--- src/rtl/alu_pkg.sv ---
`default_nettype none
// ============================================================================
// Module      : alu_pkg
// Description : Opcode constants and result record shared by the ALU result
//               buffer and its storage.
// Revision    : 1.0 - initial release
// ============================================================================
package alu_pkg;

    localparam logic [2:0] OP_NOP = 3'b000;
    localparam logic [2:0] OP_ADD = 3'b001;
    localparam logic [2:0] OP_AND = 3'b010;
    localparam logic [2:0] OP_XOR = 3'b011;
    localparam logic [2:0] OP_MUL = 3'b100;

    typedef struct packed {
        logic [2:0]  op;
        logic [15:0] result;
    } alu_result_t;

endpackage
`default_nettype wire

--- src/rtl/alu_result_buffer_if.sv ---
`default_nettype none
// ============================================================================
// Module      : alu_result_buffer_if
// Description : Capture, head-of-queue and overflow-status signals of the
//               ALU result buffer.
// Revision    : 1.0 - initial release
// ============================================================================
interface alu_result_buffer_if #(
    parameter int DEPTH  = 4,
    parameter int DROP_W = 8
);
    logic                         done_in;
    logic [15:0]                  result_in;
    logic [2:0]                   op_in;
    logic                         out_valid;
    logic                         out_ready;
    logic [15:0]                  out_result;
    logic [2:0]                   out_op;
    logic [$clog2(DEPTH+1)-1:0]   count;
    logic                         full;
    logic                         empty;
    logic                         overflow;
    logic [DROP_W-1:0]            drop_cnt;
    logic                         clr_overflow;

    modport master (
        output done_in, result_in, op_in, out_ready, clr_overflow,
        input  out_valid, out_result, out_op, count, full, empty,
               overflow, drop_cnt
    );

    modport slave (
        input  done_in, result_in, op_in, out_ready, clr_overflow,
        output out_valid, out_result, out_op, count, full, empty,
               overflow, drop_cnt
    );
endinterface
`default_nettype wire

--- src/rtl/alu_rb_storage.sv ---
`default_nettype none
// ============================================================================
// Module      : alu_rb_storage
// Description : DEPTH x 19-bit register array, one write and one async read port.
// Revision    : 1.0 - initial release
// ============================================================================
module alu_rb_storage
    import alu_pkg::*;
#(
    parameter int DEPTH = 4,
    parameter int AW    = $clog2(DEPTH)
) (
    input  logic            clk,
    input  logic            we_i,
    input  logic [AW-1:0]   waddr_i,
    input  alu_result_t     wdata_i,
    input  logic [AW-1:0]   raddr_i,
    output alu_result_t     rdata_o
);

    alu_result_t mem_q [DEPTH];

    // Contents need no reset: the top masks the read data while empty.
    always_ff @(posedge clk) begin
        if (we_i) begin
            mem_q[waddr_i] <= wdata_i;
        end
    end

    assign rdata_o = mem_q[raddr_i];

endmodule
`default_nettype wire

--- src/rtl/alu_result_buffer.sv ---
`default_nettype none
// ============================================================================
// Module      : alu_result_buffer
// Description : In-order FIFO of opcode-tagged ALU results with sticky
//               overflow flag and saturating dropped-result counter.
// Revision    : 1.0 - initial release
// ============================================================================
module alu_result_buffer
    import alu_pkg::*;
#(
    parameter int DEPTH  = 4,
    parameter int DROP_W = 8
) (
    input  logic                 clk,
    input  logic                 reset_n,
    alu_result_buffer_if.slave   bus
);

    localparam int c_PTR_W = $clog2(DEPTH);
    localparam int c_CNT_W = $clog2(DEPTH + 1);
    localparam logic [c_CNT_W-1:0] c_DEPTH = c_CNT_W'(DEPTH);

    logic [c_PTR_W-1:0] rd_ptr_q, rd_ptr_d;
    logic [c_PTR_W-1:0] wr_ptr_q, wr_ptr_d;
    logic [c_CNT_W-1:0] count_q,  count_d;
    logic               full_q,   full_d;
    logic               empty_q,  empty_d;
    logic               overflow_q, overflow_d;
    logic [DROP_W-1:0]  drop_cnt_q, drop_cnt_d;

    logic        w_pop;
    logic        w_push;
    logic        w_drop;
    alu_result_t w_wdata;
    alu_result_t w_rdata;

    // A pop frees a slot this cycle, so a push into a full FIFO is accepted.
    assign w_pop  = !empty_q && bus.out_ready;
    assign w_push = bus.done_in && (!full_q || w_pop);
    assign w_drop = bus.done_in && full_q && !w_pop;

    assign w_wdata.op     = bus.op_in;
    assign w_wdata.result = bus.result_in;

    alu_rb_storage #(
        .DEPTH (DEPTH)
    ) u_storage (
        .clk     (clk),
        .we_i    (w_push),
        .waddr_i (wr_ptr_q),
        .wdata_i (w_wdata),
        .raddr_i (rd_ptr_q),
        .rdata_o (w_rdata)
    );

    always_comb begin
        rd_ptr_d   = rd_ptr_q;
        wr_ptr_d   = wr_ptr_q;
        count_d    = count_q;
        overflow_d = overflow_q;
        drop_cnt_d = drop_cnt_q;

        if (w_push) begin
            wr_ptr_d = wr_ptr_q + c_PTR_W'(1);
        end
        if (w_pop) begin
            rd_ptr_d = rd_ptr_q + c_PTR_W'(1);
        end

        case ({w_push, w_pop})
            2'b10:   count_d = count_q + c_CNT_W'(1);
            2'b01:   count_d = count_q - c_CNT_W'(1);
            default: count_d = count_q;
        endcase

        // A drop in the same cycle as a clear restarts the tally at one.
        if (w_drop) begin
            overflow_d = 1'b1;
            if (bus.clr_overflow) begin
                drop_cnt_d = DROP_W'(1);
            end else if (drop_cnt_q != {DROP_W{1'b1}}) begin
                drop_cnt_d = drop_cnt_q + DROP_W'(1);
            end
        end else if (bus.clr_overflow) begin
            overflow_d = 1'b0;
            drop_cnt_d = '0;
        end

        full_d  = (count_d == c_DEPTH);
        empty_d = (count_d == '0);
    end

    always_ff @(posedge clk or negedge reset_n) begin
        if (!reset_n) begin
            rd_ptr_q   <= '0;
            wr_ptr_q   <= '0;
            count_q    <= '0;
            full_q     <= 1'b0;
            empty_q    <= 1'b1;
            overflow_q <= 1'b0;
            drop_cnt_q <= '0;
        end else begin
            rd_ptr_q   <= rd_ptr_d;
            wr_ptr_q   <= wr_ptr_d;
            count_q    <= count_d;
            full_q     <= full_d;
            empty_q    <= empty_d;
            overflow_q <= overflow_d;
            drop_cnt_q <= drop_cnt_d;
        end
    end

    assign bus.out_valid  = !empty_q;
    assign bus.out_result = empty_q ? 16'h0000 : w_rdata.result;
    assign bus.out_op     = empty_q ? 3'b000   : w_rdata.op;
    assign bus.count      = count_q;
    assign bus.full       = full_q;
    assign bus.empty      = empty_q;
    assign bus.overflow   = overflow_q;
    assign bus.drop_cnt   = drop_cnt_q;

endmodule
`default_nettype wire

--- src/flat_wrapper.sv ---
// flat-port wrapper written by rule: the top's interface ports become plain ports
module alu_result_buffer_flat import alu_pkg::*;
#(
    parameter int DEPTH  = 4,
    parameter int DROP_W = 8
)
  (clk, reset_n, bus_done_in, bus_result_in, bus_op_in, bus_out_ready, bus_clr_overflow, bus_out_valid, bus_out_result, bus_out_op, bus_count, bus_full, bus_empty, bus_overflow, bus_drop_cnt);
  alu_result_buffer_if #(.DEPTH(DEPTH), .DROP_W(DROP_W)) bus_i ();
  input  logic clk;
  input  logic reset_n;
  input wire logic [$bits(bus_i.done_in)-1:0] bus_done_in;
  input wire logic [$bits(bus_i.result_in)-1:0] bus_result_in;
  input wire logic [$bits(bus_i.op_in)-1:0] bus_op_in;
  input wire logic [$bits(bus_i.out_ready)-1:0] bus_out_ready;
  input wire logic [$bits(bus_i.clr_overflow)-1:0] bus_clr_overflow;
  output wire logic [$bits(bus_i.out_valid)-1:0] bus_out_valid;
  output wire logic [$bits(bus_i.out_result)-1:0] bus_out_result;
  output wire logic [$bits(bus_i.out_op)-1:0] bus_out_op;
  output wire logic [$bits(bus_i.count)-1:0] bus_count;
  output wire logic [$bits(bus_i.full)-1:0] bus_full;
  output wire logic [$bits(bus_i.empty)-1:0] bus_empty;
  output wire logic [$bits(bus_i.overflow)-1:0] bus_overflow;
  output wire logic [$bits(bus_i.drop_cnt)-1:0] bus_drop_cnt;
  assign bus_i.done_in = bus_done_in;
  assign bus_i.result_in = bus_result_in;
  assign bus_i.op_in = bus_op_in;
  assign bus_i.out_ready = bus_out_ready;
  assign bus_i.clr_overflow = bus_clr_overflow;
  assign bus_out_valid = bus_i.out_valid;
  assign bus_out_result = bus_i.out_result;
  assign bus_out_op = bus_i.out_op;
  assign bus_count = bus_i.count;
  assign bus_full = bus_i.full;
  assign bus_empty = bus_i.empty;
  assign bus_overflow = bus_i.overflow;
  assign bus_drop_cnt = bus_i.drop_cnt;
  alu_result_buffer #(.DEPTH(DEPTH), .DROP_W(DROP_W)) u_core (.clk(clk), .reset_n(reset_n), .bus(bus_i));
endmodule
--- config.mk ---
export PLATFORM = sky130hd
export DESIGN_NAME = alu_result_buffer_flat
export DESIGN_NICKNAME = d
export VERILOG_FILES = /design/src/rtl/alu_pkg.sv /design/src/rtl/alu_result_buffer_if.sv /design/src/rtl/alu_rb_storage.sv /design/src/rtl/alu_result_buffer.sv /design/src/flat_wrapper.sv
export SDC_FILE = /design/constraint.sdc
export NUM_CORES = 1
export LEC_CHECK = 0
export ABC_AREA = 1
export CORE_MARGIN = 4
export CORE_UTILIZATION = 56
export CTS_BUF_LIST = sky130_fd_sc_hd__clkbuf_4
export CTS_CLUSTER_DIAMETER = 200
export CTS_CLUSTER_SIZE = 25
export DETAILED_ROUTE_END_ITERATION = 8
export PLACE_DENSITY_LB_ADDON = 0.3
export SLEW_MARGIN = 10
export SYNTH_ARGS = -nofsm -noshare
export SYNTH_HDL_FRONTEND = slang
export SYNTH_SLANG_ARGS = --single-unit
--- constraint.sdc ---
create_clock -name clk -period 2.65 [get_ports clk]
set_input_delay 0.3975 -clock clk [delete_from_list [all_inputs] [get_ports clk]]
set_output_delay 0.3975 -clock clk [all_outputs]
set_load 0.1 [all_outputs]
==> results of run 1 <==
## registers in the layout, summed over array words and instances, names as in the netlist
signal,flops
u_core.bus.count,3
u_core.bus.drop_cnt,8
u_core.bus.empty,1
u_core.bus.full,1
u_core.bus.overflow,1
u_core.rd_ptr_q,2
u_core.u_storage.mem_q,76
u_core.wr_ptr_q,2
## worst reg2reg max path: stages, from the launching register on
cell     delay [ns]
dfstp_4        0.63
inv_2          0.05
nand2_2        0.10
nand2_1        0.07
nand2_2        0.06
ha_1           0.20
fa_1           0.43
inv_1          0.06
o21ai_0        0.09
or2_2          0.32
nor2_1         0.11
## metal layers
metal	global-route usage, %	vias to the layer above	wire [um]
li1	-	1306	-
met1	24.2	1237	3230
met5	0	-	0
met3	3.28	9	524
met4	7.67	0	101
met2	31.3	92	3910
## worst max-delay path by stage
stage / end
floorplan: bus_out_result[10]
global placement: u_core.bus.empty
detailed placement: u_core.bus.full
CTS: bus_out_result[4]
global route: bus_out_result[4]
finish: bus_out_result[4]
## stage by stage
stage / setup WS [ns] / cells
CTS: 0.00396 / 513
floorplan: -0.186 / 348
finish: 0.105 / 513
detailed placement: 0.224 / 498
global placement: 0.313 / 498
global route: 0.0203 / 513
## final cells by class
cell class / instances / area (sq um) / area share, %
multi-input cells: 216 / 1070 / 21.5
well taps: 96 / 120 / 2.41
clock inverters: 5 / 51.3 / 1.03
flip-flops and latches: 94 / 2740 / 55.0
clock buffers: 10 / 75.1 / 1.51
repair buffers: 67 / 827 / 16.6
inverters: 25 / 96.3 / 1.94
## cell usage in the layout, fill, tap and decap left out, types with 2 or more instances in the layout
cell type / netlist / layout
o21ai_0: 26 / 26
inv_2: 3 / 2
nor2_2: 1 / 5
nor2_1: 90 / 86
clkdlybuf4s50_1: 0 / 23
nand4_1: 3 / 3
xor2_1: 5 / 5
clkinv_1: 0 / 2
o21ai_1: 18 / 18
buf_12: 0 / 21
nand3_1: 5 / 5
nand2_1: 29 / 29
nand2_2: 4 / 4
buf_4: 0 / 22
edfxtp_1: 76 / 76
clkbuf_4: 0 / 10
a21oi_1: 21 / 21
inv_1: 22 / 22
dfrtp_1: 17 / 17
ha_1: 6 / 6
## logic make-up (layout without fill, tap and decap cells)
group,after synthesis,count (layout)
adder cells (fa/ha/maj),7,7
AO/OA/AOI/OAI,67,67
buffers and inverters,38,107
AND/OR/NAND/NOR,136,136
XOR/XNOR,6,6
flip-flops,94,94
## repair_timing
item	in CTS	in global routing
setup endpoints to repair	0	18
endpoints found under the hold margin	0	0
resized for setup	0	3
hold buffers	0	0
==> run summary, run 1 <==
Status - completed
Delay-heaviest family, CP - flip-flops
DRC errors left - 0
Multiplexer share of the synthesized area - 0%
Tot GR Track Use - 18.7%
Cell Chain, Critical Path - buf_6, nor2_1, nor2_1, o21ai_0, a21oi_1, buf_12
Synth top area share - 57.6%
Diode count - 0
Clock Sinks - 94
Arr. time, crit path - 2.15 ns
Grt total ovfl - 0
Slew HR - 44.1%
Compound-Gate Fraction of Synth Area - 8.62%
RSZ-0062 raised after global routing - no
CORE AREA - 6830 sq um
Die width - 92.1 um
Finish-stage setup viols - 0
Ports - 58
Top cells by count, synth - 90 x nor2_1, 76 x edfxtp_1, 29 x nand2_1, 26 x o21ai_0, 22 x inv_1
Global-route wire length before repair - 12300 um
Clock transition at the registers of the reported paths - 0.13 ns
Max Buffers Root-to-Sink - 2
Reg2reg setup slack - 0.48 ns
Vias in the first global route - 2580
Syn avg cell area - 11.4 sq um
Largest net degree at the start of global routing - 41
Final min period - 2.54 ns
First-pass iteration count of the detailed router - 4
Max Slew Vio Count - 0
Adder-Cell Fraction of Synth Area - 2.40%
Die area - 8480 sq um
Required @ worst endpoint - 2.25 ns
Clock latency on the worst-skew pair - 0.42 ns
Reg-to-reg endpoint - u_core.bus.empty
Critical Path Stages - 6
Chip height - 92.1 um
Max Cap Viol - 0
Count leader, synth - nor2_1
Post-synthesis xor/xnor area fraction - 1.33%
Final instance area - 4970 sq um
Main combinational cell family by area after synthesis - simple AND/OR/NAND/NOR gates
Unique cell type count in the Yosys netlist - 28
Mapped Cells - 348
Critical-path maximum fanout - 30
Origin of the worst setup path - u_core.rd_ptr_q[0]
Tcrit/Tclk final - 96.0%
Crit Path Class - flip-flop to primary output
Worst Skew - 0.0137 ns
Synth Cell Area - 3960 sq um
Detailed Place HPWL - 5020 um
Syn-to-layout area delta - 25.6%
Synth Warn # - 0
Cell taking the most area after synthesis - edfxtp_1
Most used flip-flop cell after synthesis - edfxtp_1
Starting Density - 58.0%
Initial antenna violation count - 0
Synth Area in Simple Gates - 14.3%
Crit path buf inv count - 2
Hold slack - 0.441 ns
Routed wire length - 7770 um
Most frequent CP cell - nor2_1
CTS root buffer - clkbuf_4
Share of layout cells above drive strength 1 - 18.0%
Fill cells - 474
FFs w/ async S/R, synth - 19.1%
RePlAce Congestion - 0.865
# rows - 30
Fin Setup TNS - 0 ns
Slowest stage delay, CP - 0.59 ns
Syn Nets - 379
Final Core Density - 72.8%
Placed inst area - 4840 sq um
Postcts setup bufs - 0
Critical path's slowest cell - dfrtp_1
Port buffer count - 57
DRC marker count from the first detailed-route iteration - 199
Routed Antenna Nets - 0
FF-to-FF Start - u_core.bus.empty
Critical path endpoint category - primary output
Slew @ Worst Pin - 0.836 ns
Via count - 2644
Fmax achieved - 393 MHz
CTS tree - yes
Final-stage net count - 444
#FFs+latches synth - 94
Critical Path Source Type - flip-flop
Hold Vio Cnt, Final - 0
H-tree Lvls - 3
HP Class - input port to asynchronous set/reset pin
Post-synthesis sequential area ratio - 69.0%
Post-synth EDFFs - 76
CTS buffer count - 9
Synth area leaders - edfxtp_1 58%, dfrtp_1 11%, nor2_1 8.5%
Routed vias/inst - 5.15
Reg2Reg Depth - 10
WL/cell - 15.1 um
Power of run 1 is left out: the tool's default activity adds up to more than one toggle a clock period on the data nets, which glitch-free logic cannot reach.
==> run 2: changes to the inputs <==
--- a/config.mk
+++ b/config.mk
@@ -13,7 +13,7 @@
 export CTS_CLUSTER_SIZE = 25
 export DETAILED_ROUTE_END_ITERATION = 8
 export PLACE_DENSITY_LB_ADDON = 0.3
-export SLEW_MARGIN = 10
+export SLEW_MARGIN = 20
 export SYNTH_ARGS = -nofsm -noshare
 export SYNTH_HDL_FRONTEND = slang
 export SYNTH_SLANG_ARGS = --single-unit
==> results of run 2 <==
Same layout as run 1: the final DEF is identical, and so are final timing and power.
Power of run 2 is left out for the same reason.
